<file path="config.mk">
export PLATFORM = sky130hd
export DESIGN_NAME = vending_ctrl_multi
export DESIGN_NICKNAME = d
export VERILOG_FILES = /design/src/rtl/vending_pkg.sv /design/src/rtl/vend_stock.sv /design/src/rtl/vending_ctrl_multi.sv
export SDC_FILE = /design/constraint.sdc
export NUM_CORES = 1
export LEC_CHECK = 0
export ABC_AREA = 1
export ABC_CLOCK_PERIOD_IN_PS = 2300
export CORE_UTILIZATION = 51
export CTS_BUF_LIST = sky130_fd_sc_hd__clkbuf_8
export CTS_CLUSTER_DIAMETER = 80
export CTS_CLUSTER_SIZE = 14
export DETAILED_ROUTE_END_ITERATION = 10
export PLACE_DENSITY = 0.82
export SYNTH_ARGS = -nofsm -noshare
export SYNTH_HDL_FRONTEND = slang
export SYNTH_SLANG_ARGS = --single-unit
export TNS_END_PERCENT = 20
</file>
<file path="constraint.sdc">
create_clock -name i_clk -period 2.3 [get_ports i_clk]
set_input_delay 0.575 -clock i_clk [delete_from_list [all_inputs] [get_ports i_clk]]
set_output_delay 0.575 -clock i_clk [all_outputs]
set_load 0.03 [all_outputs]
</file>
<file path="src/rtl/vending_pkg.sv">
// Shared types and constants for the multi-product vending controller.
//   state_e         : controller FSM states
//   NICKEL/DIME/... : coin values in nickel units
//   DEFAULT_PRICES  : default packed price vector (item 0 in the LSB slice)
package vending_pkg;

  typedef enum logic [1:0] {
    StIdle,
    StCollect,
    StVend,
    StChange
  } state_e;

  localparam logic [2:0] NICKEL  = 3'd1;
  localparam logic [2:0] DIME    = 3'd2;
  localparam logic [2:0] QUARTER = 3'd5;

  // Items 3..0 priced 10, 7, 5, 4 nickels.
  localparam logic [19:0] DEFAULT_PRICES = {5'd10, 5'd7, 5'd5, 5'd4};

endpackage

</file>
<file path="src/rtl/vend_stock.sv">
// Per-item stock counter bank with sold-out flags.
// Ports:
//   clk_i, rst_ni : clock, asynchronous active-low reset
//   restock_i     : reload every counter with STOCK_INIT
//   dec_i         : decrement the counter selected by dec_id_i
//   dec_id_i      : item index to decrement
//   sold_out_o    : per-item flag, high while that item's counter is zero
module vend_stock #(
  parameter int unsigned NUM_ITEMS  = 4,
  parameter int unsigned STOCK_W    = 4,
  parameter int unsigned STOCK_INIT = 8,
  localparam int unsigned IdW       = $clog2(NUM_ITEMS)
) (
  input  logic                 clk_i,
  input  logic                 rst_ni,
  input  logic                 restock_i,
  input  logic                 dec_i,
  input  logic [IdW-1:0]       dec_id_i,
  output logic [NUM_ITEMS-1:0] sold_out_o
);

  logic [NUM_ITEMS-1:0][STOCK_W-1:0] stock_q, stock_d;

  always_comb begin
    stock_d = stock_q;
    if (restock_i) begin
      for (int unsigned k = 0; k < NUM_ITEMS; k++) begin
        stock_d[k] = STOCK_W'(STOCK_INIT);
      end
    end else if (dec_i) begin
      for (int unsigned k = 0; k < NUM_ITEMS; k++) begin
        // Never wraps: a zero counter cannot be selected for a vend.
        if (dec_id_i == IdW'(k) && stock_q[k] != '0) begin
          stock_d[k] = stock_q[k] - 1'b1;
        end
      end
    end
  end

  always_ff @(posedge clk_i or negedge rst_ni) begin
    if (!rst_ni) begin
      for (int unsigned k = 0; k < NUM_ITEMS; k++) begin
        stock_q[k] <= STOCK_W'(STOCK_INIT);
      end
    end else begin
      stock_q <= stock_d;
    end
  end

  always_comb begin
    for (int unsigned k = 0; k < NUM_ITEMS; k++) begin
      sold_out_o[k] = (stock_q[k] == '0);
    end
  end

endmodule

</file>
<file path="src/rtl/vending_ctrl_multi.sv">
// Multi-product vending controller. Collects nickel/dime/quarter pulses as credit
// (nickel units), vends one of NUM_ITEMS products at per-item prices, returns change,
// and refunds on cancel. Optional per-item stock tracking is built when the macro
// VEND_STOCK_EN is defined; otherwise o_sold_out is tied low and i_restock ignored.
// Ports:
//   i_clk, i_rst_n              : clock, asynchronous active-low reset
//   i_nickle/i_dime/i_quarter   : single-cycle coin pulses (1, 2, 5 nickels)
//   i_sel, i_sel_id             : product select pulse and index
//   i_cancel                    : refund request pulse
//   i_restock                   : reload stock counters (IDLE only)
//   o_soda, o_vend_id           : vend pulse and vended item
//   o_change, o_change_valid    : change/refund amount and its pulse
//   o_credit                    : registered credit
//   o_coin_reject, o_deny       : coin-not-credited and selection-refused pulses
//   o_sold_out                  : per-item stock-zero flags
//   o_busy                      : high while vending or paying change
module vending_ctrl_multi
  import vending_pkg::*;
#(
  parameter int unsigned NUM_ITEMS = 4,
  parameter int unsigned CREDIT_W  = 5,
  parameter logic [NUM_ITEMS*CREDIT_W-1:0] PRICES = DEFAULT_PRICES,
  parameter int unsigned STOCK_W    = 4,
  parameter int unsigned STOCK_INIT = 8,
  localparam int unsigned IdW       = $clog2(NUM_ITEMS)
) (
  input  logic                 i_clk,
  input  logic                 i_rst_n,
  input  logic                 i_nickle,
  input  logic                 i_dime,
  input  logic                 i_quarter,
  input  logic                 i_sel,
  input  logic [IdW-1:0]       i_sel_id,
  input  logic                 i_cancel,
  input  logic                 i_restock,
  output logic                 o_soda,
  output logic [IdW-1:0]       o_vend_id,
  output logic [CREDIT_W-1:0]  o_change,
  output logic                 o_change_valid,
  output logic [CREDIT_W-1:0]  o_credit,
  output logic                 o_coin_reject,
  output logic                 o_deny,
  output logic [NUM_ITEMS-1:0] o_sold_out,
  output logic                 o_busy
);

  state_e               state_q, state_d;
  logic [CREDIT_W-1:0]  credit_q, credit_d;
  logic [CREDIT_W-1:0]  change_q, change_d;
  logic [IdW-1:0]       id_q, id_d;
  logic                 soda_q, soda_d;
  logic                 change_valid_q, change_valid_d;
  logic                 coin_reject_q, coin_reject_d;
  logic                 deny_q, deny_d;
  logic                 stock_dec;
  logic [NUM_ITEMS-1:0] sold_out;

  // Coin decode
  logic                coin_any, coin_multi;
  logic [2:0]          coin_val;
  logic [CREDIT_W:0]   credit_sum;

  assign coin_any   = i_nickle | i_dime | i_quarter;
  assign coin_multi = (i_nickle & i_dime) | (i_nickle & i_quarter) | (i_dime & i_quarter);
  assign coin_val   = i_quarter ? QUARTER : i_dime ? DIME : i_nickle ? NICKEL : 3'd0;
  assign credit_sum = {1'b0, credit_q} + (CREDIT_W + 1)'(coin_val);

  // Selection decode; the widened index keeps the range check meaningful for
  // non-power-of-two item counts.
  logic [IdW:0]        sel_ext;
  logic                sel_in_range, sel_sold, sel_ok;
  logic [CREDIT_W-1:0] sel_price;

  assign sel_ext      = {1'b0, i_sel_id};
  assign sel_in_range = sel_ext < (IdW + 1)'(NUM_ITEMS);

  always_comb begin
    sel_price = '0;
    sel_sold  = 1'b0;
    for (int unsigned k = 0; k < NUM_ITEMS; k++) begin
      if (sel_ext == (IdW + 1)'(k)) begin
        sel_price = PRICES[k*CREDIT_W +: CREDIT_W];
        sel_sold  = sold_out[k];
      end
    end
  end

  assign sel_ok = sel_in_range && !sel_sold && (credit_q >= sel_price);

  always_comb begin
    state_d        = state_q;
    credit_d       = credit_q;
    change_d       = change_q;
    id_d           = id_q;
    soda_d         = 1'b0;
    change_valid_d = 1'b0;
    coin_reject_d  = 1'b0;
    deny_d         = 1'b0;
    stock_dec      = 1'b0;
    unique case (state_q)
      StIdle, StCollect: begin
        // Priority: cancel > select > coin; a coin alongside a taken cancel or
        // select is never credited.
        if (i_cancel) begin
          coin_reject_d = coin_any;
          if (state_q == StCollect) begin
            change_d = credit_q;
            state_d  = StChange;
          end
        end else if (i_sel) begin
          coin_reject_d = coin_any;
          if (state_q == StCollect && sel_ok) begin
            change_d = credit_q - sel_price;
            id_d     = i_sel_id;
            state_d  = StVend;
          end else begin
            deny_d = 1'b1;
          end
        end else if (coin_any) begin
          if (coin_multi || credit_sum[CREDIT_W]) begin
            coin_reject_d = 1'b1;
          end else begin
            credit_d = credit_sum[CREDIT_W-1:0];
            state_d  = StCollect;
          end
        end
      end
      StVend: begin
        soda_d        = 1'b1;
        stock_dec     = 1'b1;
        credit_d      = '0;
        coin_reject_d = coin_any;
        state_d       = (change_q != '0) ? StChange : StIdle;
      end
      StChange: begin
        change_valid_d = 1'b1;
        credit_d       = '0;
        coin_reject_d  = coin_any;
        state_d        = StIdle;
      end
      default: state_d = StIdle;
    endcase
  end

  always_ff @(posedge i_clk or negedge i_rst_n) begin
    if (!i_rst_n) begin
      state_q        <= StIdle;
      credit_q       <= '0;
      change_q       <= '0;
      id_q           <= '0;
      soda_q         <= 1'b0;
      change_valid_q <= 1'b0;
      coin_reject_q  <= 1'b0;
      deny_q         <= 1'b0;
    end else begin
      state_q        <= state_d;
      credit_q       <= credit_d;
      change_q       <= change_d;
      id_q           <= id_d;
      soda_q         <= soda_d;
      change_valid_q <= change_valid_d;
      coin_reject_q  <= coin_reject_d;
      deny_q         <= deny_d;
    end
  end

`ifdef VEND_STOCK_EN
  vend_stock #(
    .NUM_ITEMS  (NUM_ITEMS),
    .STOCK_W    (STOCK_W),
    .STOCK_INIT (STOCK_INIT)
  ) u_stock (
    .clk_i      (i_clk),
    .rst_ni     (i_rst_n),
    .restock_i  (i_restock && (state_q == StIdle)),
    .dec_i      (stock_dec),
    .dec_id_i   (id_q),
    .sold_out_o (sold_out)
  );
`else
  assign sold_out = '0;
  logic unused_stock;
  assign unused_stock = ^{i_restock, stock_dec, 32'(STOCK_W), 32'(STOCK_INIT)};
`endif

  assign o_soda         = soda_q;
  assign o_vend_id      = id_q;
  assign o_change       = change_q;
  assign o_change_valid = change_valid_q;
  assign o_credit       = credit_q;
  assign o_coin_reject  = coin_reject_q;
  assign o_deny         = deny_q;
  assign o_sold_out     = sold_out;
  assign o_busy         = (state_q == StVend) || (state_q == StChange);

endmodule
</file>
[Word-level counts from Yosys, hierarchy flattened]
Cells that the tools add are included.
Cells by class
  add/sub/neg operators: 2
  $lt $le $gt $ge: 2
  eq/ne operators: 15
  reduce and logical (&&, ||, !) cells: 15
  bitwise operators: 8
  muxes and demuxes: 35
Operators by type and width (number)
  5-bit two-way mux: 10
  2-bit two-way mux: 8
  4-bit AND reduction: 4
  4-bit inequality test, second input constant: 3
  1-bit two-way mux: 11
  5-bit one-hot mux with 2 select lines: 1
  3-bit two-way mux: 3
  2-bit == test, second input constant: 4
  2-bit inequality test, second input constant: 4
  5-bit by 3-bit adder with 6-bit output: 1
  2-bit one-hot mux with 3 select lines: 1
  5-bit greater-or-equal comparator: 1
  5-bit nonzero test: 1
  5-bit subtractor: 1
  2-bit by 1-bit == test with 1-bit output, second input constant: 2
  1-bit bitwise OR: 4
  2-bit nonzero test: 2
  2-bit OR reduction: 2
  1-bit bitwise AND: 3
  3-bit zero test: 1
  2-bit by 3-bit < comparator with 1-bit output, second input constant: 1
  3-bit inequality test, second input constant: 1
  1-bit logical AND: 2
  2-bit zero test: 1
  4 further kinds: 5
Word-level totals
  input port bits: 10
  bits in registers: 18
  output and inout bits: 21

[Logic depth before layout (Yosys ltp)]
  depth after elaboration: 12
  mapped depth: 14
  gate-level depth less buffers: 14

[Worst setup path after synthesis]
Ideal clock, no wire load.
  kind: in2reg
  from: in i_sel_id[0]
  to: reg change_q[4], in the netlist o_change[4]
  path buffers: 0
  arrival time: 2023 ps
  setup time: 83 ps
  data required time: 2217 ps
  stages: 12
  path slack: 194 ps
  path through: inv_1 > ha_1 > inv_1 > ha_1 > inv_1 > fa_1 > nand2_1 > inv_1 > o21ai_0 > nand2_1 > xor2_1 > o21ai_0
Between the ends
  word-level cells in the longest chain between the ends: 10
  elaborated cells on any way between the ends: 18
  those cells by class: 1 x add/sub; 2 x order compare; 3 x eq/ne; 7 x mux; 5 x reduce/logical
Ends and longest elaborated chain
  start: declaration: RTL line vending_ctrl_multi.sv:33  | input logic [IdW-1:0] i_sel_id,
  3-bit zero test: RTL line vending_ctrl_multi.sv:81  | if (sel_ext == (IdW + 1)'(k)) begin
  3-bit two-way mux (2 in series): RTL line vending_ctrl_multi.sv:81
  5-bit two-way mux (2 in series): RTL line vending_ctrl_multi.sv:81
  5-bit greater-or-equal comparator: RTL line vending_ctrl_multi.sv:88  | assign sel_ok = sel_in_range && !sel_sold && (credit_q >= sel_price);
  1-bit logical AND: RTL line vending_ctrl_multi.sv:88
  1-bit logical AND: RTL line vending_ctrl_multi.sv:112  | if (state_q == StCollect && sel_ok) begin
  2-bit nonzero test (no line)
  4-bit AND reduction (no line)
  end signal: assignment: RTL line vending_ctrl_multi.sv:158  | change_q <= change_d;
  end: declaration: RTL line vending_ctrl_multi.sv:49  | logic [CREDIT_W-1:0] change_q, change_d;
Parallel ways exist; a longest one is shown, timed or not. The select of a mux whose other input is x is not followed.
A chain may end at the register's enable or synchronous reset.

[Final worst setup path]
  from: in i_sel_id[0]
  to: reg id_q[1], in the netlist o_vend_id[1]
Between the ends
  word-level cells in the longest chain between the ends: 9
  elaborated cells on any way between the ends: 13
  those cells by class: 2 x order compare; 3 x eq/ne; 4 x mux; 4 x reduce/logical
Ends and longest elaborated chain
  3-bit zero test: RTL line vending_ctrl_multi.sv:81
  3-bit two-way mux (2 in series): RTL line vending_ctrl_multi.sv:81
  5-bit two-way mux (2 in series): RTL line vending_ctrl_multi.sv:81
  5-bit greater-or-equal comparator: RTL line vending_ctrl_multi.sv:88
  1-bit logical AND *: RTL line vending_ctrl_multi.sv:88
  1-bit logical AND *: RTL line vending_ctrl_multi.sv:112
  4-bit AND reduction (no line) *
  end signal: assignment: RTL line vending_ctrl_multi.sv:159  | id_q <= id_d;
  end: declaration: RTL line vending_ctrl_multi.sv:50  | logic [IdW-1:0] id_q, id_d;
Every way passes the cells marked *; elsewhere a longest branch is shown, timed or not.

==> run_results.csv <==
group,metric,value,unit
placement,gp_congestion,0.861,
route,drt_iter0_drc,38,
status,status,"complete, no violations",
worst_hold_path,holdPathStages,2,
finish,final_area,1670,µm²
setup_path,crit_type,"in2reg",
floorplanning,dieArea,2660,µm²
synthesis,synth-xor-area-share,0.0210,
global_route,antenna_found_initial,0,
clock_network,htreeDepth,1,
worst_hold_path,worstHoldStart,"o_change[1]",
setup_path,critPathMaxFanout,5,
timing,finalClockSkew,0.00443,ns
finish,finish.net_count,229,
setup_path,worstPathBufferInverterCount,2,
floorplanning,coreArea,2250,µm²
synthesis,synth_enable_flop_cells,0,
timing,hold_violations,0,
synthesis,synth_compound_area_frac,0.0859,
synthesis,syn_area,1250,µm²
clock_network,hold_buffers,0,
clock_network,cts_tree,"yes",
synthesis,async_flop_share,1.00,
setup_path,slowest_delay,0.34,ns
synthesis,synth_seq_cells,18,
global_route,grt_pass1_vias,1124,
synthesis,synth-simple-area-share,0.284,
synthesis,synthFlopType,"dfrtp_1",
floorplanning,die_w,51.6,µm
route,remaining_drc_errors,0,
placement,placed_cells,230,
finish,syn2layout_area_growth,33.4,%
timing,finalCritPeriodShare,0.953,
setup_path,crit_required,2.44,ns
setup_path,endpoint_kind,"register",
setup_path,cp_slowest_cell,"ha_1",
power,powerDensity,1130,nW/µm²
finish,post_route_cells_drive_above_1_share,0.170,
global_route,grt.total_usage,0.241,
route,routed_wl,2880,µm
synthesis,synth-seq-area-share,0.360,
timing,period_needed,2.19,ns
timing,drv_slew,0,
setup_path,arrival,2.33,ns
global_route,grt_max_degree,19,
timing,rsz0062_at_grt,"yes",
synthesis,yosys-mux-area-fraction,0,
setup_path,ff2ff_setup_slack,0.47,ns
setup_path,rr_worst_depth,10,
setup_path,cp_common_cell,"nand2_1",
global_route,grt_pass1_wl,4670,µm
power,peakVddDrop,0.000823,V
finish,insertedDiodeCount,0,
synthesis,synth_cell_types,25,
synthesis,yosysWarnings,0,
setup_path,start_kind,"primary input",
timing,fmax,456,MHz
timing,finalHoldWorstSlack,0.517,ns
worst_hold_path,hold_path_class,"reg2reg",
setup_path,rr_endpoint,"o_change[4]",
clock_network,root_buffer,"clkbuf_8",
clock_network,cts.sinks,18,
timing,setup_viol,0,
clock_network,cts_buffers,3,
synthesis,synth_area_leaders,"dfrtp_1 36%, nand2_1 14%, ha_1 10%, inv_1 7.5%, nor2_1 5.1%",
setup_path,crit_chain,"dlygate4sd2_1 > buf_4 > ha_1 > ha_1 > a21oi_1 > nand2_1 > nand2_2 > nand2_1 > and3_1 > nand2_1 > o21ai_0",
route,via_per_inst,5.00,
floorplanning,rows,17,
synthesis,syn-instance-count,169,
placement,hpwlAfterDp,2240,µm
floorplanning,io_pins,31,
global_route,overflow,0,
synthesis,syn_avg_cell_area,7.41,µm²
route,ant_nets,0,
floorplanning,dieHeight,51.6,µm
clock_network,clk_latency,0.25,ns
clock_network,clkSlewWorstSetupHoldPaths,0.07,ns
worst_hold_path,min_to,"o_change[1]",
synthesis,synth_top_family_by_area,"simple AND/OR/NAND/NOR gates",
setup_path,r2r-start,"o_credit[0]",
synthesis,yosys.area.top_type,"dfrtp_1",
finish,finalNonFillerCells,234,
power,leakage,0.886,nW
setup_path,cpLargestDelayFamily,"simple AND/OR/NAND/NOR gates",
synthesis,synth_top_area_share,0.360,
route,dr_total_vias,1171,
timing,tns,0,ns
placement,placed_cell_area,1590,µm²
placement,port_buffers,25,
run,cap_violations,0,
route,avgRoutedWirePerCell,12.3,µm
clock_network,clock_path_buffers,2,
synthesis,synthAdderAreaFrac,0.132,
route,drtPass1Iterations,4,
floorplanning,initial_core_util,0.555,
==> synthesized netlist by cell type, types with 2 or more instances <==
cell / number
nand2_1: 47
xor2_1: 3
o21ai_0: 11
nor3_1: 3
nand4_1: 2
ha_1: 10
nor2_1: 17
fa_1: 2
nor2_2: 4
nand3_1: 8
inv_1: 25
a21oi_1: 3
dfrtp_1: 18
buf_4: 5
==> registers in the layout, summed over array words and instances (netlist names) <==
signal	count
state_q	2
o_deny	1
o_soda	1
o_vend_id	2
o_credit	5
o_change_valid	1
o_coin_reject	1
o_change	5
==> per-layer routing <==
| layer | up-vias | track usage | routed length (µm) |
|---|---|---|---|
| li1 | 596 | - | - |
| met1 | 532 | 0.276 | 1190 |
| met2 | 33 | 0.446 | 1510 |
| met5 | - | 0 | 0 |
| met3 | 10 | 0.0556 | 120 |
| met4 | 0 | 0.0631 | 58 |
==> placed cells by master (no fill, tap or decap), drive strengths merged <==
cell type and n:
fa 2, dlygate4sd2 3, dlymetal6s2s 2, and3 1, xor2 3, conb 4, nand4 2, or2 1
o21a 1, inv 26, nor2 21, clkdlybuf4s50 20, nand2 47, nand3 9, clkbuf 4, buf 12
dfrtp 18, ha 10, o21ai 12, o22ai 1, nor3 3, a21oi 3, a22oi 1
==> report_power, final <==
part | internal, mW | leakage (nW) | switching (mW)
clock | 0.152 | 0.0288 | 0.106
combinational | 0.425 | 0.628 | 0.640
sequential | 0.440 | 0.229 | 0.124
total | 1.02 | 0.886 | 0.870
==> repair_timing <==
item / 4_1_cts / 5_1_grt
endpoints found under the hold margin: 0 / 0
buffers inserted: 0 / 0
cloned: 0 / 0
pin swaps: 4 / 5
setup endpoints to repair: 10 / 10
resized for setup: 8 / 11
==> tightest hold or removal path: cells and delay by family, from the launching register on <==
kind | cells | cell delay (ns)
DFF | 1 | 0.36
and+or+nand+nor | 2 | 0.12
==> cell type report <==
cell class              instances  area, µm²
multi-input cells             121        691
clock buffers                   4       55.1
well taps                      28       35.0
repair buffers                 37        342
inverters                      26       97.6
flip-flops and latches         18        450
fillers                       176        584
==> how the worst max path moves through the flow <==
stage,startpoint,to,cells past startpoint
2_1_floorplan,i_sel_id[0],o_change[4],12
5_1_grt,i_sel_id[0],o_change[2],13
3_5_place_dp,i_sel_id[0],o_change[4],13
6_report,i_sel_id[0],o_vend_id[1],11
4_1_cts,i_nickle,o_credit[4],13
3_3_place_gp,i_sel_id[0],o_change[4],13
==> stage by stage <==
stage	power [mW]	worst slack, ns	utilization
floorplan	1.21	0.194	-
global placement	1.55	-0.358	0.706
detailed placement	1.60	-0.472	0.706
CTS	1.87	-0.0140	0.733
global route	2.01	-0.0225	0.741
finish	1.89	0.108	0.741
==> cells by family (layout without fill, tap and decap cells) <==
kind of cell | Yosys count | in the layout
AOI/OAI and AO/OA | 18 | 18
xor gates and xnor gates | 3 | 3
adders and majority gates | 12 | 12
buffers and inverters | 33 | 67
DFF | 18 | 18
other | 1 | 4
and+or+nand+nor | 84 | 84
(Power assumes the default switching activity.)
